===== src/rtl/idu_issue_scoreboard.sv =====
// Decode-to-execute issue stage: single issue register, per-GPR in-flight
// write counters, RAW/WAW stalls, serialization of CSR/ecall/mret, flush.
module idu_issue_scoreboard #(
  parameter int PW    = 64,
  parameter int CNT_W = 2
) (
  input  logic          clk,
  input  logic          rst,
  input  logic          dec_valid,
  output logic          dec_ready,
  input  logic [4:0]    dec_rd,
  input  logic [4:0]    dec_rs1,
  input  logic [4:0]    dec_rs2,
  input  logic          dec_use_rs1,
  input  logic          dec_use_rs2,
  input  logic          dec_wen,
  input  logic          dec_serial,
  input  logic [PW-1:0] dec_payload,
  output logic          iss_valid,
  input  logic          iss_ready,
  output logic [4:0]    iss_rd,
  output logic          iss_wen,
  output logic          iss_serial,
  output logic [PW-1:0] iss_payload,
  input  logic          wb0_valid,
  input  logic [4:0]    wb0_rd,
  input  logic          wb1_valid,
  input  logic [4:0]    wb1_rd,
  input  logic          serial_done,
  input  logic          flush,
  output logic          sb_empty,
  output logic          sb_err,
  output logic [31:0]   stall_cnt
);

  typedef enum logic [1:0] {
    RUN    = 2'd0,
    DRAIN  = 2'd1,
    SERIAL = 2'd2
  } state_t;

  state_t state;

  logic [CNT_W-1:0] cnt     [32];
  logic [CNT_W-1:0] cnt_nxt [32];
  logic [CNT_W:0]   cur;
  logic [CNT_W:0]   dsum;
  logic [CNT_W:0]   isum;
  logic [CNT_W:0]   rd_load;
  logic             under;
  logic             any_pend;
  logic             occ_w;
  logic             iss_hs;
  logic             rs1_busy;
  logic             rs2_busy;
  logic             waw;
  logic             allow;
  logic             accept;

  assign iss_hs = iss_valid && iss_ready;
  assign occ_w  = iss_valid && iss_wen && (iss_rd != 5'd0);

  always_comb begin
    any_pend = 1'b0;
    for (int r = 1; r < 32; r++)
      any_pend = any_pend | (cnt[r] != '0);
  end

  assign sb_empty = !any_pend && !iss_valid;

  // The issue-register occupant counts as one more in-flight write.
  assign rs1_busy = dec_use_rs1 && (dec_rs1 != 5'd0) &&
    ((cnt[dec_rs1] != '0) || (occ_w && iss_rd == dec_rs1));
  assign rs2_busy = dec_use_rs2 && (dec_rs2 != 5'd0) &&
    ((cnt[dec_rs2] != '0) || (occ_w && iss_rd == dec_rs2));

  assign rd_load = {1'b0, cnt[dec_rd]} +
    (CNT_W+1)'(occ_w && iss_rd == dec_rd);
  assign waw = dec_wen && (dec_rd != 5'd0) &&
    (rd_load >= {1'b0, {CNT_W{1'b1}}});

  assign allow = (state == RUN) ||
    (state == DRAIN && sb_empty && dec_serial);

  assign dec_ready = !flush && allow &&
    !rs1_busy && !rs2_busy && !waw &&
    (!iss_valid || iss_ready) &&
    (!dec_serial || sb_empty);

  assign accept = dec_valid && dec_ready;

  always_comb begin
    under = 1'b0;
    cur   = '0;
    dsum  = '0;
    isum  = '0;
    for (int r = 0; r < 32; r++) begin
      cur  = {1'b0, cnt[r]};
      dsum = (CNT_W+1)'(wb0_valid && wb0_rd == 5'(r)) +
             (CNT_W+1)'(wb1_valid && wb1_rd == 5'(r));
      isum = (CNT_W+1)'(iss_hs && iss_wen && iss_rd == 5'(r));
      cnt_nxt[r] = '0;
      if (r != 0) begin
        if (dsum > cur) begin
          under      = 1'b1;
          cnt_nxt[r] = isum[CNT_W-1:0];
        end else begin
          cnt_nxt[r] = CNT_W'(cur - dsum + isum);
        end
      end
    end
  end

  always_ff @(posedge clk or posedge rst) begin
    if (rst) begin
      for (int r = 0; r < 32; r++)
        cnt[r] <= '0;
      sb_err    <= 1'b0;
      stall_cnt <= 32'd0;
    end else begin
      for (int r = 0; r < 32; r++)
        cnt[r] <= cnt_nxt[r];
      if (under)
        sb_err <= 1'b1;
      if (dec_valid && !dec_ready && stall_cnt != 32'hFFFF_FFFF)
        stall_cnt <= stall_cnt + 32'd1;
    end
  end

  always_ff @(posedge clk or posedge rst) begin
    if (rst) begin
      iss_valid   <= 1'b0;
      iss_rd      <= 5'd0;
      iss_wen     <= 1'b0;
      iss_serial  <= 1'b0;
      iss_payload <= '0;
    end else if (flush) begin
      iss_valid <= 1'b0;
    end else if (accept) begin
      iss_valid   <= 1'b1;
      iss_rd      <= dec_rd;
      iss_wen     <= dec_wen;
      iss_serial  <= dec_serial;
      iss_payload <= dec_payload;
    end else if (iss_hs) begin
      iss_valid <= 1'b0;
    end
  end

  // A flushed serial op that never left the issue register releases SERIAL.
  always_ff @(posedge clk or posedge rst) begin
    if (rst) begin
      state <= RUN;
    end else begin
      unique case (state)
        RUN: begin
          if (accept && dec_serial)
            state <= SERIAL;
          else if (!flush && dec_valid && dec_serial && !sb_empty)
            state <= DRAIN;
        end
        DRAIN: begin
          if (flush)
            state <= RUN;
          else if (accept)
            state <= SERIAL;
          else if (!dec_valid)
            state <= RUN;
        end
        SERIAL: begin
          if (serial_done)
            state <= RUN;
          else if (flush && iss_valid && iss_serial && !iss_ready)
            state <= RUN;
        end
        default: state <= RUN;
      endcase
    end
  end

endmodule

===== config.mk =====
export PLATFORM = sky130hd
export DESIGN_NAME = idu_issue_scoreboard
export DESIGN_NICKNAME = d
export VERILOG_FILES = /design/src/rtl/idu_issue_scoreboard.sv
export SDC_FILE = /design/constraint.sdc
export NUM_CORES = 1
export LEC_CHECK = 0
export ABC_AREA = 1
export BUFFER_PORTS_ARGS = -buffer_cell sky130_fd_sc_hd__buf_2
export CELL_PAD_IN_SITES_DETAIL_PLACEMENT = 1
export CELL_PAD_IN_SITES_GLOBAL_PLACEMENT = 1
export CORE_MARGIN = 5
export CORE_UTILIZATION = 24
export CTS_BUF_LIST = sky130_fd_sc_hd__clkbuf_4 sky130_fd_sc_hd__clkbuf_8
export CTS_CLUSTER_SIZE = 30
export DETAILED_ROUTE_END_ITERATION = 16
export PLACE_DENSITY = 0.62
export REMOVE_ABC_BUFFERS = 1
export SYNTH_ARGS = -nofsm -noshare
export SYNTH_HDL_FRONTEND = slang
export SYNTH_SLANG_ARGS = --single-unit

===== constraint.sdc =====
create_clock -name clk -period 5.2 [get_ports clk]
set_clock_uncertainty 0.15 [all_clocks]
set_input_delay 0.78 -clock clk [delete_from_list [all_inputs] [get_ports clk]]
set_output_delay 0.78 -clock clk [all_outputs]
set_load 0.05 [all_outputs]

# Word level (Yosys, flattened, before mapping)
# Index checks and enable logic that the tools add are counted.
[totals]
input_bits = 101
reg_bits = 169
latchBits = 0
elab_cells = 568
memories = 0
romBits = 0
mem_bits_rw = 0
out_inout_bits = 107
[op_classes]
eq_ne = 102
mul = 0
order_cmp = 35
n_addsub = 95
n_reduce_logical = 181
shift = 0
div_mod_pow = 0
bitwise = 34
muxes = 82
[ops]
columns = ["op", "count"]
rows = [
  ["5-bit equality test, second input constant", 48],
  ["1-bit logical AND", 125],
  ["5-bit by 4-bit equality test with 1-bit output, second input constant", 24],
  ["2-bit 2-to-1 mux", 44],
  ["2-bit nonzero test", 33],
  ["1-bit by 1-bit adder with 2-bit output", 31],
  ["2-bit by 1-bit adder with 2-bit output", 31],
  ["2-bit greater-than comparator", 31],
  ["2-bit subtractor", 31],
  ["5-bit by 3-bit equality test with 1-bit output, second input constant", 12],
  ["1-bit 2-to-1 mux", 34],
  ["32-bit by 1-bit adder with 32-bit output, second input constant", 1],
  ["32-bit != test, second input constant", 1],
  ["2-bit binary-select mux with 5-bit select", 3],
  ["5-bit by 2-bit equality test with 1-bit output, second input constant", 6],
  ["1-bit bitwise OR", 30],
  ["5-bit nonzero test", 4],
  ["6-bit >= comparator, second input constant", 3],
  ["5-bit inverter with 6-bit output", 3],
  ["5-bit by 1-bit equality test with 1-bit output, second input constant", 3],
  ["5-bit equality test", 3],
  ["1-bit logical NOT", 10],
  ["2-bit one-hot mux with 3 select lines", 1],
  ["1-bit logical OR", 5],
  ["12 further kinds", 12],
]

# Depth between registers and ports, before layout
# Gate-level depths: netlist of run 1.
[logic_depth]
word_depth = 46
depth_mapped = 24

# Worst setup path after synthesis of run 1
# Ideal clock, no wire load.
[synth_path]
path_type = "in2out"
startpoint = "input dec_rd[1]"
endpoint = "output dec_ready"
path_slack_ns = 0.847
arrival_ns = 3.423
required_ns = 4.270
stages = 17
n_path_buf = 3
path_cell_list = "clkbuf_1 -> clkbuf_1 -> o21ai_0 -> o221ai_1 -> nand3_1 -> a31oi_1 -> ha_1 -> ha_1 -> a21oi_1 -> nor2_1 -> nor3_1 -> nand2_1 -> nor2_1 -> and2_1 -> nand2_2 -> buf_2 -> inv_1"
[synth_via]
elab_chain_cells = 11
word_cells_on_any_way = 15
classes_between = "1 x add/sub; 1 x order compare; 1 x eq/ne; 3 x mux; 1 x bitwise; 8 x reduce/logical"
[synth_lines]
columns = ["element", "line_no", "source"]
rows = [
  ["start, declared", "11", "input logic [4:0] dec_rd,"],
  ["5-bit inverter with 6-bit output (implied by the code)", "77", "assign rd_load = {1'b0, cnt[dec_rd]} +"],
  ["2-bit binary-select mux with 5-bit select", "77", ""],
  ["2-bit 2-to-1 mux (implied by the code) (2 in a row)", "77", ""],
  ["2-bit by 1-bit adder with 3-bit output", "77", ""],
  ["3-bit by 2-bit >= comparator with 1-bit output", "80", "(rd_load >= {1'b0, {CNT_W{1'b1}}});"],
  ["1-bit logical AND (*)", "79", "assign waw = dec_wen && (dec_rd != 5'd0) &&"],
  ["1-bit logical NOT (*)", "86", "!rs1_busy && !rs2_busy && !waw &&"],
  ["1-bit logical AND (*) (2 in a row)", "86", ""],
  ["1-bit logical AND (*)", "87", "(!iss_valid || iss_ready) &&"],
  ["end, declared", "10", "output logic dec_ready,"],
]
# Mark *: on every way between the ends. The rest lies on a longest branch, timed or not. The select of a mux whose other input is x is not followed.

# Worst setup path in the final report of run 1
[layout_path]
startpoint = "input dec_rd[0]"
endpoint = "output dec_ready"
# Same word-level chain as after synthesis.

==> impl_metrics.csv, run 1 <==
group,metric,value,unit
floorplanning,dieArea,58760,um^2
worst_setup_path,path_class,"input pin to output port",
routing,detail-route-antenna-nets,0,
clock_tree,clk_pin_slew_worst_paths,0.11,ns
clock_tree,cts.sinks,169,
timing,relSlewSlack,0.3074,
synthesis,synth_edf_count,0,
routing,dr_total_vias,12922,
floorplanning,rows,85,
synthesis,synth_area,12960,um^2
finish,final_net_count,2272,
global_routing,grt_use_total,0.1757,
finish,area_delta_synth_final,17.44,%
routing,dr.pass1.iters,5,
placement,place_area,14790,um^2
routing,wl_per_cell,19.04,um
worst_setup_path,startpoint_type,"input pin",
outcome,status,"finished clean",
timing,hold_viol_final,0,
worst_setup_path,reg2reg_to,"iss_payload[31]$_DFFE_PP0P_",
placement,hpwl,41890,um
placement,portBuffers,207,
floorplanning,die_h,242.4,um
synthesis,synth-seq-cells,169,
timing,tightestPinTransition,1.038,ns
clock_tree,post_cts_resized,0,
floorplanning,io_pins,208,
global_routing,grt_max_degree,103,
timing,max_freq,219.3,MHz
routing,wl_met3,3243,um
finish,fin_area,15220,um^2
power,power.density,515.8,nW/um^2
routing,wl_met2,23550,um
clock_tree,cts_made_buffers,17,
synthesis,synth-async-reset-ratio,1.000,
hold_path,min_from,"dec_payload[53]",
timing,setup_viol,0,
synthesis,syn_inst,1818,
synthesis,synth_top_area_cell,"dfrtp_1",
routing,drt_wl_total,51910,um
synthesis,synthTopCellsByArea,"dfrtp_1 33%, ha_1 15%, nand2_1 13%",
power,leakagePower,8.478,nW
global_routing,grt-ovfl-total,0,
timing,final_max_slew_viol_count,0,
global_routing,antenna_found_initial,9,
clock_tree,insertion_delay,0.57,ns
timing,fin_crit_sh,0.8768,
flow_run,maxCapViolCount,0,
finish,layout.cells.non_filler,2726,
placement,dpl.cell_count,2690,
clock_tree,cts_setup_buffers,0,
placement,gp_congestion,0.8750,
global_routing,grt_pass1_vias,13656,
worst_setup_path,rr_worst_depth,19,
worst_setup_path,arrival,3.63,ns
hold_path,hold_depth,3,
synthesis,ys_types,37,
timing,rsz0062_at_grt,"false",
timing,final.min_clock_period,4.559,ns
synthesis,syn_area_per_cell,7.131,um^2
finish,drive_above_1_share,0.1323,
power,max-vdd-ir-drop,0.0003353,V
synthesis,ys.flop_type,"dfrtp_1",
clock_tree,cts_tree,"done",
routing,highest_layer,"met5",
finish,final_common_cell,"nand2_1",
worst_setup_path,reg2reg_from,"iss_rd[3]$_DFFE_PP0P_",
synthesis,yosys_warnings,0,
hold_path,holdCritPathClass,"input pin to flip-flop",
clock_tree,holdBufCountCts,0,
clock_tree,root_buffer,"clkbuf_8",
clock_tree,h-tree-depth,4,
synthesis,seq_area_frac_synth,0.3262,
worst_setup_path,worstPathRequired,4.27,ns
floorplanning,fp.coreArea,53710,um^2
routing,drc_errors,0,
routing,drtIter0Drc,752,
finish,final_cell_mix,"456 x nand2_1, 278 x nor2_1, 242 x inv_1",
routing,wl_met1,23750,um
synthesis,synth_top_area_frac,0.3262,
floorplanning,die_w,242.4,um
clock_tree,max-clock-path-buffers,2,
worst_setup_path,end_kind,"output port",
worst_setup_path,reg2reg_slack,1.21,ns
floorplanning,start_util,0.2414,
routing,via_per_inst,4.740,
worst_setup_path,cp_max_fo,37,
finish,fillers,6694,
hold_path,holdPathEnd,"iss_payload[53]$_DFFE_PP0P_",
global_routing,grt_pass1_wl,80630,um
-- through the flow --
stage / util / worst slack, ns / TNS [ns] / power [mW] / hold WS [ns]
global route: 0.2832 / 0.3261 / 0 / 8.454 / 0.2280
floorplan: - / -0.3051 / -57.09 / 5.253 / 0.3617
CTS: 0.2832 / 0.5552 / 0 / 7.936 / 0.1943
detailed placement: 0.2754 / 0.6061 / 0 / 6.789 / 0.3063
finish: 0.2835 / 0.6407 / 0 / 7.853 / 0.2595
global placement: 0.2754 / 0.6866 / 0 / 6.620 / 0.2994
-- critical path: stages --
cell	delay, ns
buf_2	0.12
clkinv_1	0.08
buf_4	0.24
o21ai_0	0.19
a21oi_1	0.06
o21ai_0	0.23
nand3_1	0.11
nand2_1	0.07
nor2_1	0.04
a31oi_1	0.15
ha_1	0.17
ha_1	0.22
a21oi_1	0.17
nor2_1	0.08
nor3_1	0.15
nand2_1	0.07
nor2_1	0.13
and2_1	0.15
nand2_2	0.05
inv_1	0.09
buf_2	0.27
-- synthesized netlist by cell type, types with 20 or more instances --
library cell / instances
nand2_1: 456
nor2_1: 278
inv_1: 243
dfrtp_1: 169
ha_1: 158
a21oi_1: 106
nand3_1: 99
xor2_1: 63
o21ai_0: 45
o21bai_1: 31
clkbuf_1: 26
a2bb2oi_1: 20
-- registers in the layout, summed over array words and instances (netlist names) --
signal and flops:
stall_cnt 32, iss_wen 1, iss_valid 1, iss_payload 64, iss_serial 1, iss_rd 5, state 2, sb_err 1
cnt 62
-- cell families (layout without fill, tap and decap cells) --
group	count (synthesis)	after routing	share of synthesized area
AOI/OAI and AO/OA	215	215	0.09719
and+or+nand+nor	901	901	0.2823
buffers and inverters	302	509	0.09246
other	0	5	0
DFF	169	169	0.3262
adders and majority gates	158	158	0.1525
xor gates and xnor gates	73	73	0.04932
-- area by class of cell --
| cell class | instances | area [um^2] | share of cell area |
|---|---|---|---|
| antenna | 5 | 12.51 | 0.0008218 |
| clock buffer | 19 | 255.2 | 0.01677 |
| clock inverter | 12 | 166.4 | 0.01093 |
| inverter | 252 | 950.9 | 0.06246 |
| multi-input combinational | 1347 | 7536 | 0.4950 |
| sequential | 169 | 4229 | 0.2778 |
| tap | 696 | 870.8 | 0.05720 |
| timing repair buffer | 226 | 1204 | 0.07906 |
-- how the worst max path moves through the flow --
| stage | slack, ns | startpoint | endpoint |
|---|---|---|---|
| after floorplan | -0.31 | rst | cnt[0]$_DFF_PP0_ |
| after global placement | 0.69 | dec_rd[0] | iss_valid$_DFFE_PP0P_ |
| after detailed placement | 0.61 | dec_rd[0] | iss_payload[53]$_DFFE_PP0P_ |
| after CTS | 0.56 | iss_rd[3]$_DFFE_PP0P_ | dec_ready |
| after global routing | 0.33 | dec_rd[0] | dec_ready |
| final | 0.64 | dec_rd[0] | dec_ready |
-- power breakdown --
part	internal [mW]	total (mW)	switching, mW
logic	1.22	4.34	3.12
registers	1.86	2.42	0.561
clock network	0.498	1.10	0.598
total	3.58	7.85	4.28
-- per-layer routing --
layer / GRT usage / up-vias
met5: 0 / -
met4: 0.05488 / 8
met3: 0.04755 / 65
met2: 0.2845 / 337
met1: 0.2292 / 6319
li1: - / 6193
(Power assumes the default switching activity.)
==> run 2, diff against run 1 <==
--- a/config.mk
+++ b/config.mk
@@ -14,7 +14,7 @@
 export CTS_BUF_LIST = sky130_fd_sc_hd__clkbuf_4 sky130_fd_sc_hd__clkbuf_8
 export CTS_CLUSTER_SIZE = 30
 export DETAILED_ROUTE_END_ITERATION = 16
-export PLACE_DENSITY = 0.62
+export PLACE_DENSITY = 0.6
 export REMOVE_ABC_BUFFERS = 1
 export SYNTH_ARGS = -nofsm -noshare
 export SYNTH_HDL_FRONTEND = slang
==> constraint.sdc (replaced) <==
create_clock -name clk -period 5.1 [get_ports clk]
set_clock_uncertainty 0.15 [all_clocks]
set_input_delay 0.765 -clock clk [delete_from_list [all_inputs] [get_ports clk]]
set_output_delay 0.765 -clock clk [all_outputs]
set_load 0.05 [all_outputs]
==> run 2 against run 1 <==
  * Design area decreased by 0.25%
  * Sequential share of layout area increased by 0.069 points
  * Cell count about the same
  * Critical path type unchanged
  * Largest cell class unchanged
  * Largest power group unchanged
==> impl_metrics.csv, run 2 (same netlist as run 1, synthesis figures left out) <==
group,metric,value,unit
outcome,status,"finished clean",
finish,reg.largest.list,"iss_payload: 64 flops, cnt: 62 flops, stall_cnt: 32 flops",
finish,final_cell_mix,"456 x nand2_1, 278 x nor2_1, 242 x inv_1",
finish,largest_reg_flops,64,
routing,drc_errors,0,
clock_tree,cts.sinks,169,
hold_path,holdCritPathClass,"input pin to asynchronous set/reset pin",
timing,max_freq,213.7,MHz
worst_setup_path,path_class,"input pin to output port",
global_routing,antenna_found_initial,10,
clock_tree,insertion_delay,0.57,ns
finish,area_delta_synth_final,17.15,%
global_routing,grt_pass1_wl,80510,um
floorplanning,rows,85,
worst_setup_path,arrival,3.77,ns
finish,fin_area,15190,um^2
worst_setup_path,startpoint_type,"input pin",
clock_tree,clk_pin_slew_worst_paths,0.11,ns
finish,drive_above_1_share,0.1324,
power,leakagePower,8.457,nW
worst_setup_path,rr_worst_depth,19,
timing,relSlewSlack,0.3099,
routing,detail-route-antenna-nets,0,
worst_setup_path,worstPathRequired,4.18,ns
placement,place_area,14760,um^2
power,power,7.943,mW
floorplanning,die_w,242.4,um
timing,fin_crit_sh,0.9177,
floorplanning,io_pins,208,
finish,layout.cells.non_filler,2725,
timing,hold_viol_final,0,
timing,rsz0062_at_grt,"false",
worst_setup_path,end_kind,"output port",
placement,gp_congestion,0.8951,
finish,final_net_count,2270,
routing,wl_per_cell,19.03,um
power,max-vdd-ir-drop,0.0004409,V
routing,drtIter0Drc,601,
worst_setup_path,cp_max_fo,22,
timing,hold_ws,0.1728,ns
timing,final.min_clock_period,4.680,ns
timing,final_max_slew_viol_count,0,
clock_tree,cts_setup_buffers,0,
finish,final_util,0.2828,
global_routing,grt_max_degree,80,
clock_tree,root_buffer,"clkbuf_8",
finish,final_common_cell,"nand2_1",
power,power.density,523.0,nW/um^2
global_routing,grt_pass1_vias,13341,
placement,hpwl,41980,um
floorplanning,die_h,242.4,um
routing,drt_wl_total,51840,um
routing,dr_total_vias,12762,
floorplanning,fp.coreArea,53710,um^2
routing,via_per_inst,4.683,
flow_run,maxCapViolCount,0,
timing,tightestPinTransition,1.034,ns
clock_tree,cts_made_buffers,17,
placement,portBuffers,207,
clock_tree,cts_tree,"done",
placement,dpl.cell_count,2688,
floorplanning,start_util,0.2414,
clock_tree,max-clock-path-buffers,2,
floorplanning,dieArea,58760,um^2
finish,largest_register,"iss_payload",
global_routing,grt-ovfl-total,0,
timing,setup_viol,0,
global_routing,grt_use_total,0.1762,
routing,dr.pass1.iters,5,
clock_tree,h-tree-depth,4,
run 2: cell count changes in the layout (fill, tap and decap cells not counted), sizes merged:
cell | previous run | this run
inv | 251 | 255
clkinvlp | 1 | 2
clkinv | 9 | 8
buf | 226 | 224
clkbuf | 19 | 18
bufinv | 3 | 1
run 2: final cells by class:
class,count,area (um^2)
Fill cell,6702,38520
Multi-Input combinational cell,1347,7536
Clock inverter,14,160.2
Clock buffer,18,247.7
Inverter,252,954.7
Tap cell,696,870.8
Timing Repair Buffer,224,1176
Antenna cell,5,12.51
Sequential cell,169,4229
run 2: routing by layer:
metal / up-vias / track usage / part of all wire
met4: 8 / 0.03827 / 0.014
met3: 48 / 0.04755 / 0.061
met5: - / 0 / 0.0011
li1: 6200 / - / -
met2: 280 / 0.2811 / 0.45
met1: 6226 / 0.2401 / 0.47
run 2: stage by stage:
step / worst slack [ns] / TNS [ns]
finish: 0.4199 / 0
global route: 0.1760 / 0
CTS: 0.2824 / 0
detailed placement: 0.2048 / 0
global placement: 0.2835 / 0
floorplan: -0.3901 / -77.15
run 2: what timing repair did:
| item | CTS | global route |
|---|---|---|
| endpoints found under the setup margin | 0 | 1 |
| resized for setup | 0 | 1 |
| hold buffers | 0 | 0 |
run 2: critical path: stages:
cell and delay, ns:
buf_2 0.15, clkinvlp_4 0.33, buf_4 0.29, a21oi_1 0.14, o21ai_0 0.10, o211ai_1 0.11
nand3_1 0.10, a31oi_1 0.21, ha_1 0.18, ha_1 0.22, a21oi_1 0.14, nor2_1 0.09
nor3_1 0.15, nand2_1 0.07, nor2_1 0.13, and2_1 0.16, nand2_2 0.05, inv_1 0.10
buf_2 0.27
run 2: worst paths after layout:
path	startpoint	to	slack (ns)
setup / recovery	dec_rd[0]	dec_ready	0.42
setup reg to reg	iss_rd[2]$_DFFE_PP0P_	iss_payload[4]$_DFFE_PP0P_	0.92
hold / removal	rst	iss_payload[61]$_DFFE_PP0P_	0.17
hold reg to reg	iss_payload[8]$_DFFE_PP0P_	iss_payload[8]$_DFFE_PP0P_	0.33
min in group clk	dec_payload[38]	iss_payload[38]$_DFFE_PP0P_	0.24
max in group asynchronous	rst	iss_payload[28]$_DFFE_PP0P_	3.35
run 2: power by group:
group	internal [mW]	switching, mW
combinational	1.23	3.17
sequential	1.89	0.582
clock	0.422	0.650
==> run 3, diff against run 2 <==
--- a/config.mk
+++ b/config.mk
@@ -9,9 +9,10 @@
 export BUFFER_PORTS_ARGS = -buffer_cell sky130_fd_sc_hd__buf_2
 export CELL_PAD_IN_SITES_DETAIL_PLACEMENT = 1
 export CELL_PAD_IN_SITES_GLOBAL_PLACEMENT = 1
+export CORE_ASPECT_RATIO = 1.1
 export CORE_MARGIN = 5
 export CORE_UTILIZATION = 24
-export CTS_BUF_LIST = sky130_fd_sc_hd__clkbuf_4 sky130_fd_sc_hd__clkbuf_8
+export CTS_BUF_LIST = sky130_fd_sc_hd__clkbuf_2 sky130_fd_sc_hd__clkbuf_4 sky130_fd_sc_hd__clkbuf_8
 export CTS_CLUSTER_SIZE = 30
 export DETAILED_ROUTE_END_ITERATION = 16
 export PLACE_DENSITY = 0.6
==> run 3 against run 2 <==
  * Global-route usage is 0.15 points lower
  * Clock power up 5%
  * Critical path depth unchanged
  * Cell count increased by 1.1%
  * Register-to-register slack better by 0.34 ns
  * Combinational power about the same
  * Maximum frequency down 0.57%
  * Setup slack lost 0.027 ns
  * Largest power group unchanged
  * Total power rose by 0.67%
  * First-iteration DRC count grew 9.3%
  * Critical path type unchanged
  * Design area increased by 0.40%
  * Die area about the same
==> impl_metrics.csv, run 3 (same netlist as run 1, synthesis figures left out) <==
group,metric,value,unit
outcome,status,"finished clean",
timing,hold_ws,0.2233,ns
placement,pre_cts_ws,0.1984,ns
routing,drtIter0Drc,657,
power,max-vdd-ir-drop,0.0003457,V
worst_setup_path,arrival,3.79,ns
worst_setup_path,path_class,"input pin to output port",
finish,area_delta_synth_final,17.62,%
worst_setup_path,reg2reg_to,"iss_payload[16]$_DFFE_PP0P_",
global_routing,grt_pass1_vias,13627,
clock_tree,h-tree-depth,4,
global_routing,grt_max_degree,93,
clock_tree,root_buffer,"clkbuf_8",
timing,tightestPinTransition,1.170,ns
worst_setup_path,cp_max_fo,21,
power,leakagePower,8.462,nW
timing,final.min_clock_period,4.707,ns
routing,drc_errors,0,
timing,max_freq,212.5,MHz
worst_setup_path,slowest_delay,0.29,ns
timing,relSlewSlack,0.2202,
placement,gp_congestion,0.8810,
floorplanning,fp.coreArea,53560,um^2
clock_tree,holdBufCountCts,0,
timing,fin_crit_sh,0.9229,
floorplanning,dieArea,58770,um^2
floorplanning,io_pins,208,
finish,final_common_cell,"nand2_1",
floorplanning,die_w,231.6,um
clock_tree,max-clock-path-buffers,2,
global_routing,antenna_found_initial,8,
floorplanning,die_h,253.8,um
routing,dr_total_vias,12757,
power,power,7.997,mW
clock_tree,cts_setup_buffers,0,
timing,setup_ws,0.3930,ns
routing,drt_wl_total,51310,um
finish,largest_reg_flops,64,
clock_tree,post_cts_resized,0,
routing,dr.pass1.iters,5,
routing,wl_per_cell,18.62,um
timing,hold_viol_final,0,
worst_setup_path,startpoint_type,"input pin",
global_routing,grt-ovfl-total,0,
worst_setup_path,cp_slowest_cell,"buf_4",
global_routing,grt_pass1_wl,78990,um
worst_setup_path,reg2reg_slack,1.26,ns
power,power.density,524.4,nW/um^2
finish,final_cell_mix,"456 x nand2_1, 278 x nor2_1, 242 x inv_1",
routing,detail-route-antenna-nets,0,
finish,reg.largest.list,"iss_payload: 64 flops, cnt: 62 flops, stall_cnt: 32 flops",
placement,portBuffers,207,
finish,final_net_count,2268,
worst_setup_path,path_cells,"buf_2 -> clkinvlp_4 -> buf_4 -> a21oi_1 -> o21ai_0 -> o211ai_1 -> nand3_1 -> a31oi_1 -> ha_1 -> ha_1 -> a21oi_1 -> nor2_1 -> nor3_1 -> nand2_1 -> nor2_1 -> and2_1 -> nand2_2 -> inv_1 -> buf_2",
placement,hpwl,41240,um
finish,drive_above_1_share,0.1316,
routing,via_per_inst,4.629,
timing,final_max_slew_viol_count,0,
finish,fillers,6711,
clock_tree,cts.sinks,169,
timing,finalSetupTns,0,ns
floorplanning,start_util,0.2420,
finish,largest_register,"iss_payload",
flow_run,maxCapViolCount,0,
timing,rsz0062_at_grt,"false",
worst_setup_path,reg2reg_from,"cnt[44]$_DFF_PP0_",
clock_tree,clk_pin_slew_worst_paths,0.12,ns
clock_tree,cts_tree,"done",
clock_tree,insertion_delay,0.58,ns
timing,setup_viol,0,
global_routing,grt_use_total,0.1747,
worst_setup_path,end_kind,"output port",
hold_path,holdCritPathClass,"input pin to asynchronous set/reset pin",
clock_tree,cts_made_buffers,17,
worst_setup_path,worstPathRequired,4.18,ns
floorplanning,rows,89,
worst_setup_path,rr_worst_depth,21,
-- run 3: cell type report --
type	count	area, um^2	area share
Clock inverter	15	195.2	0.01280
Inverter	252	954.7	0.06261
Tap cell	728	910.9	0.05974
Multi-Input combinational cell	1347	7536	0.4942
Clock buffer	17	234.0	0.01534
Antenna cell	6	15.01	0.0009847
Timing Repair Buffer	222	1174	0.07697
Sequential cell	169	4229	0.2773
-- run 3: worst max-delay path by stage --
| stage | startpoint | end | slack (ns) | depth (start not counted) |
|---|---|---|---|---|
| after global placement | dec_rd[0] | dec_ready | 0.25 | 19 |
| after floorplan | rst | cnt[0]$_DFF_PP0_ | -0.39 | 1 |
| final | dec_rd[0] | dec_ready | 0.39 | 19 |
| after CTS | dec_rd[0] | dec_ready | 0.19 | 19 |
| after detailed placement | dec_rd[0] | dec_ready | 0.20 | 19 |
| after global routing | dec_rd[0] | dec_ready | 0.16 | 19 |
-- run 3: power by group --
group | switching [mW] | total [mW] | internal (mW)
Sequential | 0.593 | 2.49 | 1.89
Combinational | 3.16 | 4.39 | 1.23
Clock | 0.694 | 1.12 | 0.424
-- run 3: critical path, delay by kind of cell --
family | cells | cell delay, ns
buffers and inverters | 5 | 1.08
adder cells (fa/ha/maj) | 2 | 0.39
AO/OA/AOI/OAI | 5 | 0.77
AND/OR/NAND/NOR | 7 | 0.76
-- run 3: metrics by stage --
step / utilization / instance area, um^2 / cells
floorplan: - / 12710 / 1768
global placement: 0.2763 / 14800 / 2718
detailed placement: 0.2763 / 14800 / 2718
CTS: 0.2843 / 15230 / 2750
global route: 0.2845 / 15240 / 2751
finish: 0.2847 / 15250 / 2756
-- run 3: per-layer routing --
layer / vias to the layer above / share of wire / global-route usage
li1: 6189 / - / -
met1: 6178 / 0.44 / 0.2209
met2: 325 / 0.46 / 0.2882
met3: 65 / 0.073 / 0.05654
met4: 0 / 0.021 / 0.04829
met5: - / 0 / 0
